<file path="src/rtl/uart_tx_arbiter.sv">
// uart_tx_arbiter: round-robin owner of a single UART_TX transmitter.
// It takes one byte per grant over a valid/ready handshake, launches the
// transmitter with a one-cycle tx_start, and holds the byte until the frame
// completes or the watchdog aborts it. It then idles for GAP_CYCLES cycles.
//
// Ports:
//   clk, Reset      clock; asynchronous active-high reset
//   enable          low blocks new grants; a frame in flight still completes
//   req_valid       per-requester byte-available flags
//   req_data        requester i's byte is req_data[i*DATA_W +: DATA_W]
//   req_ready       one-hot accept, combinational, asserted only in IDLE
//   tx_start        one-cycle launch pulse to the transmitter
//   tx_data         byte to the transmitter, held from capture to next capture
//   tx_done_tick    frame-complete tick from the transmitter
//   busy            high in every state except IDLE
//   grant_id        owner of the current or most recent frame
//   done_valid      one-cycle pulse on normal frame completion
//   timeout_err     one-cycle pulse on watchdog abort
module uart_tx_arbiter #(
    parameter int unsigned N_REQ          = 4,
    parameter int unsigned DATA_W         = 8,
    parameter int unsigned TIMEOUT_CYCLES = 65535,
    parameter int unsigned GAP_CYCLES     = 2
) (
    input  logic                       clk,
    input  logic                       Reset,
    input  logic                       enable,
    input  logic [N_REQ-1:0]           req_valid,
    input  logic [N_REQ*DATA_W-1:0]    req_data,
    output logic [N_REQ-1:0]           req_ready,
    output logic                       tx_start,
    output logic [DATA_W-1:0]          tx_data,
    input  logic                       tx_done_tick,
    output logic                       busy,
    output logic [$clog2(N_REQ)-1:0]   grant_id,
    output logic                       done_valid,
    output logic                       timeout_err
);

    localparam int unsigned ID_W = $clog2(N_REQ);
    localparam int unsigned WD_W = $clog2(TIMEOUT_CYCLES + 1);
    localparam int unsigned GP_W = $clog2(GAP_CYCLES + 1);

    localparam logic [ID_W-1:0] ID_MAX  = ID_W'(N_REQ - 1);
    localparam logic [WD_W-1:0] WD_LAST = WD_W'(TIMEOUT_CYCLES - 1);
    localparam logic [GP_W-1:0] GP_LAST = GP_W'(GAP_CYCLES - 1);

    typedef enum logic [1:0] {
        S_IDLE,
        S_LAUNCH,
        S_WAIT,
        S_GAP
    } state_t;

    state_t              state_q, state_d;
    logic [ID_W-1:0]     last_q, last_d;
    logic [ID_W-1:0]     grant_d;
    logic [DATA_W-1:0]   data_d;
    logic [WD_W-1:0]     wd_q, wd_d;
    logic [GP_W-1:0]     gp_q, gp_d;
    logic                start_d, busy_d, done_d, to_d;

    logic [ID_W-1:0]     winner;
    logic [ID_W-1:0]     cand;
    logic                found;
    logic                take;

    // Round-robin search starting just above the last grant, wrapping once.
    always_comb begin
        winner = last_q;
        cand   = '0;
        found  = 1'b0;
        for (int unsigned k = 1; k <= N_REQ; k++) begin
            cand = ID_W'((32'(last_q) + k) % N_REQ);
            if (!found && req_valid[cand]) begin
                found  = 1'b1;
                winner = cand;
            end
        end
    end

    // Reset gating keeps req_ready low while Reset holds the FSM in IDLE.
    assign take = (state_q == S_IDLE) && enable && found && !Reset;

    // Next-state and next-output logic.
    always_comb begin
        state_d   = state_q;
        last_d    = last_q;
        grant_d   = grant_id;
        data_d    = tx_data;
        wd_d      = wd_q;
        gp_d      = gp_q;
        done_d    = 1'b0;
        to_d      = 1'b0;
        req_ready = '0;

        case (state_q)
            S_IDLE: begin
                if (take) begin
                    req_ready[winner] = 1'b1;
                    last_d            = winner;
                    grant_d           = winner;
                    data_d            = req_data[32'(winner) * DATA_W +: DATA_W];
                    state_d           = S_LAUNCH;
                end
            end
            S_LAUNCH: begin
                wd_d    = '0;
                state_d = S_WAIT;
            end
            S_WAIT: begin
                wd_d = wd_q + WD_W'(1);
                // A done tick on the expiry cycle counts as a normal completion.
                if (tx_done_tick) begin
                    done_d  = 1'b1;
                    gp_d    = '0;
                    state_d = S_GAP;
                end else if (wd_q == WD_LAST) begin
                    to_d    = 1'b1;
                    gp_d    = '0;
                    state_d = S_GAP;
                end
            end
            S_GAP: begin
                if (gp_q == GP_LAST) begin
                    state_d = S_IDLE;
                end else begin
                    gp_d = gp_q + GP_W'(1);
                end
            end
            default: begin
                state_d = S_IDLE;
            end
        endcase

        start_d = (state_d == S_LAUNCH);
        busy_d  = (state_d != S_IDLE);
    end

    // State and registered outputs.
    always_ff @(posedge clk or posedge Reset) begin
        if (Reset) begin
            state_q     <= S_IDLE;
            last_q      <= ID_MAX;
            grant_id    <= '0;
            tx_data     <= '0;
            wd_q        <= '0;
            gp_q        <= '0;
            tx_start    <= 1'b0;
            busy        <= 1'b0;
            done_valid  <= 1'b0;
            timeout_err <= 1'b0;
        end else begin
            state_q     <= state_d;
            last_q      <= last_d;
            grant_id    <= grant_d;
            tx_data     <= data_d;
            wd_q        <= wd_d;
            gp_q        <= gp_d;
            tx_start    <= start_d;
            busy        <= busy_d;
            done_valid  <= done_d;
            timeout_err <= to_d;
        end
    end

endmodule

</file>
<file path="config.mk">
export PLATFORM = sky130hd
export DESIGN_NAME = uart_tx_arbiter
export DESIGN_NICKNAME = d
export VERILOG_FILES = /design/src/rtl/uart_tx_arbiter.sv
export SDC_FILE = /design/constraint.sdc
export NUM_CORES = 1
export LEC_CHECK = 0
export CAP_MARGIN = 20
export CORE_MARGIN = 5
export CORE_UTILIZATION = 45
export DETAILED_ROUTE_END_ITERATION = 7
export PLACE_DENSITY = 0.75
export SLEW_MARGIN = 20
export SYNTH_ARGS = -nofsm -noshare
export SYNTH_HDL_FRONTEND = slang
export SYNTH_SLANG_ARGS = --single-unit
</file>
<file path="constraint.sdc">
create_clock -name clk -period 2.8 [get_ports clk]
set_input_delay 0.56 -clock clk [delete_from_list [all_inputs] [get_ports clk]]
set_output_delay 0.56 -clock clk [all_outputs]
set_load 0.05 [all_outputs]
</file>
* After elaboration in Yosys (flattened, before gate mapping)
Cells that the tools add are included.
** Word-level totals
- Register bits :: 36
- Output and inout bits :: 18
** Operators by class
- Add/subtract/negate cells :: 6
- Order comparisons :: 6
- Equal/unequal tests :: 8
- Shift-type cells :: 1
- Muxes and demuxes :: 35
- Reductions and logical operators :: 17
** Operator list (count)
- $pmux 16 s2 :: 1
- $shiftx 32x6->8 :: 1
- $mux 2 :: 11
- $add 16x1->16 const B :: 1
- $eq 16x16->1 const B :: 1
- $lt 2x3->1 const B :: 5
- $mux 1 :: 14
- $bmux 1 s2 :: 4
- $mux 4 :: 2
- $pmux 2 s4 :: 1
- $logic_and 1x1->1 :: 7
- $add 2x1->2 const B :: 3
- $eq 2x1->1 const B :: 3
- $reduce_bool 2->1 :: 3
- $add 2x2->2 const B :: 2
- $eq 2x2->1 const B :: 2
- $logic_not 1->1 :: 4
- $pmux 2 s2 :: 1
- $ne 3x3->1 const B :: 1
- $reduce_and 3->1 :: 1
- $demux 1 s2 :: 1
- $ge 2x1->1 const B :: 1
- $logic_not 2->1 :: 1
- $ne 2x2->1 const B :: 1
- $reduce_and 2->1 :: 1

* Depth between registers and ports, before layout
Gate-level depths: netlist of the first run.
- Word-level depth :: 19
- Gate-level depth with buffers :: 7
- Depth with buffers taken out :: 7

* Worst setup path before layout of the first run
No wires, ideal clock.
- Kind :: input -> output
- Start :: in req_valid[3]
- End :: out req_ready[0]
- Data arrival time :: 2.647 ns
- Required time :: 2.240 ns
- Slack :: -0.407 ns
- Stages :: 6
- Path through :: nor2b_1 > o21a_1 > buf_6 > nor3_4 > buf_6 > nor3b_1
** Between the ends
- Word-level cells in the longest chain between the ends :: 18
- Elaborated cells between the ends (all ways) :: 31
- Those cells by class :: order compare (2); mux (20); reduce/logical (9)
** RTL lines
- start, declared :: RTL line 28 : input logic [N_REQ-1:0] req_valid,
- $bmux 1 s2 :: RTL line 75 : if (!found && req_valid[cand]) begin
- $mux 1 (implied by the code) :: RTL line 75
- $mux 1 :: RTL line 75
- $logic_not 1->1 :: RTL line 75
- $logic_and 1x1->1 :: RTL line 75
- $mux 1 :: RTL line 75
- $logic_not 1->1 :: RTL line 75
- $logic_and 1x1->1 :: RTL line 75
- [2 not listed]
- $logic_and 1x1->1 :: RTL line 75
- $mux 2 :: RTL line 75
- $lt 2x3->1 (implied by the code) or $ge 2x1->1 (tied branches) :: RTL line 100 : req_ready[winner] = 1'b1;
- $logic_and 1x1->1 (implied by the code) :: RTL line 100
- $mux 1 (implied by the code) :: RTL line 100
- $demux 1 s2 :: RTL line 100
- $mux 4 * :: RTL line 99 : if (take) begin
- $mux 4 * :: RTL line 97 : case (state_q)
- end, declared :: RTL line 30 : output logic [N_REQ-1:0] req_ready,
Mark *: on every way between the ends. The rest lies on a longest branch, timed or not. The select of a mux whose other input is x is not followed.

* Worst setup path after layout of the first run
- Start :: in req_valid[2]
- End :: out req_ready[0]
The elaborated chain is that of the path after synthesis.

==> impl_metrics.env, run 1 <==
export IMPL_die_w_um=79.2
export IMPL_grt_max_degree=37
export IMPL_cts_tree="done"
export IMPL_io_pins=58
export IMPL_yosys_warnings=0
export IMPL_crit_required_ns=2.24
export IMPL_synth_top_area_cell="dfrtp_1"
export IMPL_internal_power_w=0.00145
export IMPL_clkTransAtPathRegs_ns=0.07
export IMPL_cts_inserted_buffers=5
export IMPL_synth_seq_cells=36
export IMPL_syn_cell_area_um2=2150
export IMPL_cp_max_fo=7
export IMPL_fillers=384
export IMPL_p_leak_nw=1.32
export IMPL_placed_cells=340
export IMPL_reg2reg_depth=8
export IMPL_wl_per_cell_um=15.8
export IMPL_async_flop_share_pct=100
export IMPL_p_comb_share_pct=55.5
export IMPL_hold_path_depth=2
export IMPL_synthFlopType="dfrtp_1"
export IMPL_setup_tns_ns=0
export IMPL_p_clk_share_pct=15.2
export IMPL_h_tree_depth=2
export IMPL_clock_latency_ns=0.28
export IMPL_diodes=0
export IMPL_dr_first_iter_drc_count=88
export IMPL_ant_nets=0
export IMPL_fin_crit_sh_pct=99.2
export IMPL_initial_core_util_pct=45.9
export IMPL_end_kind="output port"
export IMPL_rsz0062_at_grt="yes"
export IMPL_status="completed"
export IMPL_antenna_found_initial=0
export IMPL_path_class="input pin to output port"
export IMPL_synth_edf_count=0
export IMPL_drv_slew=0
export IMPL_cp_arrival_ns=2.22
export IMPL_hold_end="grant_id[1]"
export IMPL_routabilityCongestion=0.884
export IMPL_drive_above_1_share_pct=14.9
export IMPL_drt_pass1_iter_count=4
export IMPL_netlist_area_leader_share_pct=39.5
export IMPL_max_freq_mhz=360
export IMPL_first_global_vias=1970
export IMPL_startpoint_type="input pin"
export IMPL_synth_commonest_cells="34 x dfrtp_1, 27 x nand2_1, 20 x nor2_1, 13 x o31ai_1, 10 x nand4_1"
export IMPL_period_minus_slack_ns=2.78
export IMPL_reg2reg_slack_ns=0.62
export IMPL_powerDensity_nw_per_um2=856
export IMPL_grt_pass1_wl_um=9150
export IMPL_ys_seq_area_share_pct=41.9
export IMPL_via_per_inst=5.62
export IMPL_areaGrowthSynthToFinish_pct=40.1
export IMPL_hold_start="grant_id[1]"
export IMPL_multi_input_area_um2=1200
export IMPL_avgSynthCellArea_um2=9.58
export IMPL_nets=343
export IMPL_ys_types=43
export IMPL_setup_violations=0
export IMPL_p_sw_w=0.00114
export IMPL_via_count=1961
export IMPL_instances_no_fill=349
export IMPL_relSlewSlack_pct=43.3
export IMPL_r2r_start="last_q[0]"
export IMPL_yosysMostFrequentCell="dfrtp_1"
export IMPL_rows=25
export IMPL_utilization_pct=64.3
export IMPL_r2r_end="tx_data[3]"
export IMPL_ff_latch_area_um2=903
export IMPL_synth_area_leaders="dfrtp_1 39%, nand2_1 4.7%, ha_1 4.6%, o31ai_1 4.5%, mux2i_1 4.2%"
export IMPL_min_delay_path_class="flip-flop to flip-flop"
export IMPL_clockBufferDepth=2
export IMPL_grt_ovfl_total=0
export IMPL_finalClockSkew_ns=0.00330
export IMPL_grtUsageTotal_pct=18.3
export IMPL_die_h_um=79.2
export IMPL_p_seq_share_pct=29.3
export IMPL_io_buffers=57
export IMPL_maxCapViolCount=0
export IMPL_clock_root_buffer="clkbuf_8"
export IMPL_synth_nets=273
export IMPL_clkSinkCount=36
export IMPL_hold_viol=0
export IMPL_dp_hpwl_um=4180
export IMPL_drc=0
export IMPL_die_area_um2=6270
export IMPL_syn_inst=225
export IMPL_vdd_drop_max_mv=0.461
export IMPL_p_sw_share_pct=43.9
export IMPL_core_area_um2=4690
export IMPL_worst_slew_pin_slew_ns=0.848
export IMPL_wl_um=5520
-- kinds of logic (layout without fill, tap and decap cells) --
kind of cell	Yosys count	after routing	synth area share, %
simple gates	90	90	22.2
mux	9	9	4.18
xor+xnor	11	11	4.47
buf+inv	19	89	4.06
compound gates	52	52	18.5
fa+ha+maj	8	8	4.65
flops	36	36	41.9
-- flip-flops by register name (all words and copies together) (netlist names) --
name,cells
tx_start,1
grant_id,2
timeout_err,1
done_valid,1
wd_q,16
state_q,2
gp_q,2
tx_data,8
busy,1
last_q,2
-- placed cells by master (no fill, tap or decap), drive strengths merged, types with 3 or more instances in the layout --
cell and n:
inv 9, nand3 7, xor2 9, o21ai 9
clkdlybuf4s50 52, o31ai 13, nand4 11, buf 20
ha 8, o211ai 8, dfrtp 34, nor2b 6
nand2 27, clkbuf 7, a21oi 3, nor2 20
nor3 5, a211o 9, mux2i 9
-- cell type report --
cell class / instances / share of cell area (%)
multi-input combinational: 170 / 39.6
tap: 54 / 2.24
inverter: 9 / 1.12
clock buffer: 7 / 3.19
sequential: 36 / 29.9
timing repair buffer: 73 / 23.9
-- power by group through the flow --
stage	Combinational, W	Clock [W]	Sequential (W)
after floorplan	0.000668	0	0.00103
after global placement	0.00137	0	0.000754
final	0.00143	0.000392	0.000758
after CTS	0.00141	0.000408	0.000751
after global routing	0.00155	0.000437	0.000771
after detailed placement	0.00139	0	0.000761
-- per-layer routing --
layer	up-vias	global-route usage, %	wire (um)
met2	58	31.1	2610
met5	-	0	0
met4	0	5.84	70
li1	956	-	-
met3	7	4.08	357
met1	940	23.0	2490
-- timing repair --
item,CTS,global route
setup endpoints to repair,1,4
cloned,0,0
pin swaps,0,1
resized for setup,2,4
hold buffers,0,0
buffers inserted,0,2
-- per-stage QoR --
step	setup WS [ns]	power [W]	area, um2	hold WS (ns)
floorplan	0.0861	0.00169	2160	0.456
global route	-0.0188	0.00276	3020	0.515
finish	0.0227	0.00258	3020	0.477
CTS	0.0213	0.00257	2990	0.480
detailed placement	-0.0182	0.00215	2880	0.463
global placement	0.0377	0.00212	2880	0.459
-- worst max-delay path, stage by stage --
cell             delay (ns)
clkdlybuf4s50_1        0.49
buf_4                  0.13
nor2b_1                0.06
o21ba_2                0.23
nor3_4                 0.31
nor3b_4                0.28
buf_12                 0.16
-- worst max-delay path by stage --
stage / endpoint / cells past startpoint / from / slack, ns
6_report: req_ready[0] / 7 / req_valid[2] / 0.02
4_1_cts: req_ready[0] / 7 / req_valid[1] / 0.02
5_1_grt: req_ready[0] / 7 / req_valid[2] / -0.02
3_3_place_gp: req_ready[3] / 6 / req_valid[1] / 0.04
3_5_place_dp: req_ready[3] / 6 / req_valid[1] / -0.02
2_1_floorplan: req_ready[0] / 6 / req_valid[3] / 0.09
Note: power is estimated with default switching activity, not from simulation.
==> run 2, diff against run 1 <==
--- a/config.mk
+++ b/config.mk
@@ -9,6 +9,7 @@
 export CORE_MARGIN = 5
 export CORE_UTILIZATION = 45
 export DETAILED_ROUTE_END_ITERATION = 7
+export GPL_TIMING_DRIVEN = 0
 export PLACE_DENSITY = 0.75
 export SLEW_MARGIN = 20
 export SYNTH_ARGS = -nofsm -noshare
==> run 2 against run 1 <==
- power up 1.3%
- global-route usage is 0.74 points lower
- first-iteration DRC count shrank 38%
- maximum frequency rose by 2.3%
- flip-flop and latch count stayed put
- cell area decreased by 0.95%
- core utilization shrank 0.61 points
- sequential power shrank 0.8%
- non-clock buffer count is 2 lower
- die area unchanged
==> impl_metrics.env, run 2 (synthesis gave the netlist of run 1 again) <==
export IMPL_clock_latency_ns=0.28
export IMPL_routabilityCongestion=0.898
export IMPL_io_buffers=57
export IMPL_antenna_found_initial=0
export IMPL_drv_slew=0
export IMPL_cts_tree="done"
export IMPL_clock_root_buffer="clkbuf_8"
export IMPL_path_class="input pin to output port"
export IMPL_reg2reg_slack_ns=0.62
export IMPL_startpoint="req_valid[3]"
export IMPL_grtUsageTotal_pct=17.6
export IMPL_h_tree_depth=2
export IMPL_first_global_vias=1911
export IMPL_core_area_um2=4690
export IMPL_p_leak_nw=1.31
export IMPL_relSlewSlack_pct=50.6
export IMPL_vdd_drop_max_mv=0.534
export IMPL_cp_arrival_ns=2.15
export IMPL_status="completed"
export IMPL_die_w_um=79.2
export IMPL_grt_ovfl_total=0
export IMPL_via_per_inst=5.51
export IMPL_reg2reg_depth=7
export IMPL_clockBufferDepth=2
export IMPL_rows=25
export IMPL_slowest_delay_ns=0.44
export IMPL_rsz0062_at_grt="no"
export IMPL_power_w=0.00262
export IMPL_critical_path_buf_inv_count=4
export IMPL_io_pins=58
export IMPL_period_minus_slack_ns=2.71
export IMPL_die_area_um2=6270
export IMPL_mostFrequentLayoutCells="50 x clkdlybuf4s50_1, 34 x dfrtp_1, 26 x nand2_1, 19 x nor2_1, 12 x o31ai_1"
export IMPL_wl_um=5400
export IMPL_drive_above_1_share_pct=14.3
export IMPL_cts_inserted_buffers=5
export IMPL_biggestRegsByFlops="wd_q (16), tx_data (8)"
export IMPL_max_freq_mhz=368
export IMPL_r2r_start="state_q[1]"
export IMPL_cp_max_fo=9
export IMPL_fin_crit_sh_pct=97.0
export IMPL_end_kind="output port"
export IMPL_layout_commonest_cell="clkdlybuf4s50_1"
export IMPL_drc=0
export IMPL_worst_path_most_repeated_cell="buf_6"
export IMPL_areaGrowthSynthToFinish_pct=38.7
export IMPL_drt_pass1_iter_count=7
export IMPL_dp_hpwl_um=3990
export IMPL_critical_path_top_delay_family="buffers and inverters"
export IMPL_worst_slew_pin_slew_ns=0.740
export IMPL_crit_required_ns=2.24
export IMPL_r2r_end="wd_q[7]"
export IMPL_nets=341
export IMPL_cp_slowest_cell="clkdlybuf4s50_1"
export IMPL_setup_violations=0
export IMPL_cp_cell_sequence="clkdlybuf4s50_1, nor2b_2, o21a_1, buf_6, nor3_4, buf_6, nor3b_2, buf_6"
export IMPL_finalClockSkew_ns=0.00592
export IMPL_clkSinkCount=36
export IMPL_via_count=1919
export IMPL_hold_viol=0
export IMPL_grt_max_degree=37
export IMPL_ant_nets=0
export IMPL_die_h_um=79.2
export IMPL_largest_register_ffs=16
export IMPL_fin_ws_ns=0.0850
export IMPL_startpoint_type="input pin"
export IMPL_grt_pass1_wl_um=8890
export IMPL_setup_tns_ns=0
export IMPL_diodes=0
export IMPL_endpoint="req_ready[0]"
export IMPL_holdWs_ns=0.489
export IMPL_wl_per_cell_um=15.5
export IMPL_powerDensity_nw_per_um2=875
export IMPL_dr_first_iter_drc_count=55
export IMPL_largest_register="wd_q"
export IMPL_cp_depth=8
export IMPL_initial_core_util_pct=45.9
export IMPL_place_ws_ns=-0.812
export IMPL_clkTransAtPathRegs_ns=0.07
export IMPL_min_delay_path_class="flip-flop to flip-flop"
export IMPL_maxCapViolCount=0
[run 2: cell types whose count changed in the layout (fill, tap and decap cells not counted), moves of 2 or more]
cell             change
buf_4                -7
clkbuf_1             +5
buf_12               -3
buf_6                +3
clkbuf_8             -2
clkdlybuf4s50_1      -2
[run 2: worst min-delay path by stage]
stage                           start     endpoint  slack [ns]  cells after the start
after global routing       tx_data[4]   tx_data[4]        0.51                      2
after detailed placement   tx_data[4]   tx_data[4]        0.47                      2
after CTS                  tx_data[4]   tx_data[4]        0.49                      2
final                      tx_data[7]   tx_data[7]        0.49                      2
after floorplan               gp_q[1]      gp_q[1]        0.46                      2
after global placement    grant_id[1]  grant_id[1]        0.46                      2
[run 2: power breakdown]
| part | internal [W] | switching (W) |
|---|---|---|
| clock | 0.000264 | 0.000178 |
| sequential | 0.000662 | 0.0000906 |
| combinational | 0.000551 | 0.000870 |
[run 2: cell type report]
| class | count | area (um2) |
|---|---|---|
| Fill cell | 391 | 1700 |
| Buffer | 7 | 45.0 |
| Sequential cell | 36 | 903 |
| Multi-Input combinational cell | 170 | 1210 |
| Clock buffer | 6 | 72.6 |
| Clock inverter | 2 | 35.0 |
| Inverter | 9 | 33.8 |
| Timing Repair Buffer | 64 | 618 |
| Tap cell | 54 | 67.6 |
[run 2: routing by layer]
metal | vias up | part of all wire (%) | track usage, %
met5 | - | 0 | 0
met4 | 0 | 1.2 | 5.84
met3 | 6 | 8.3 | 4.54
met2 | 76 | 47 | 28.6
met1 | 890 | 43 | 22.6
li1 | 947 | - | -
[run 2: stage by stage]
step | instances | instance area (um2) | util (%)
finish | 348 | 2990 | 63.7
floorplan | 225 | 2160 | -
CTS | 345 | 2950 | 62.8
detailed placement | 336 | 2800 | 59.7
global placement | 336 | 2800 | 59.7
global route | 348 | 2990 | 63.7
[run 2: timing repair]
action / in CTS / in global routing
pin swaps: 2 / 1
endpoints found under the setup margin: 4 / 4
setup buffers: 4 / 3
hold buffers: 0 / 0
resized for setup: 34 / 6
[run 2: tightest hold or removal path, cell delays in order, from the launching register on]
cell,delay (ns)
dfrtp_1,0.34
nand2_1,0.06
o211ai_2,0.06
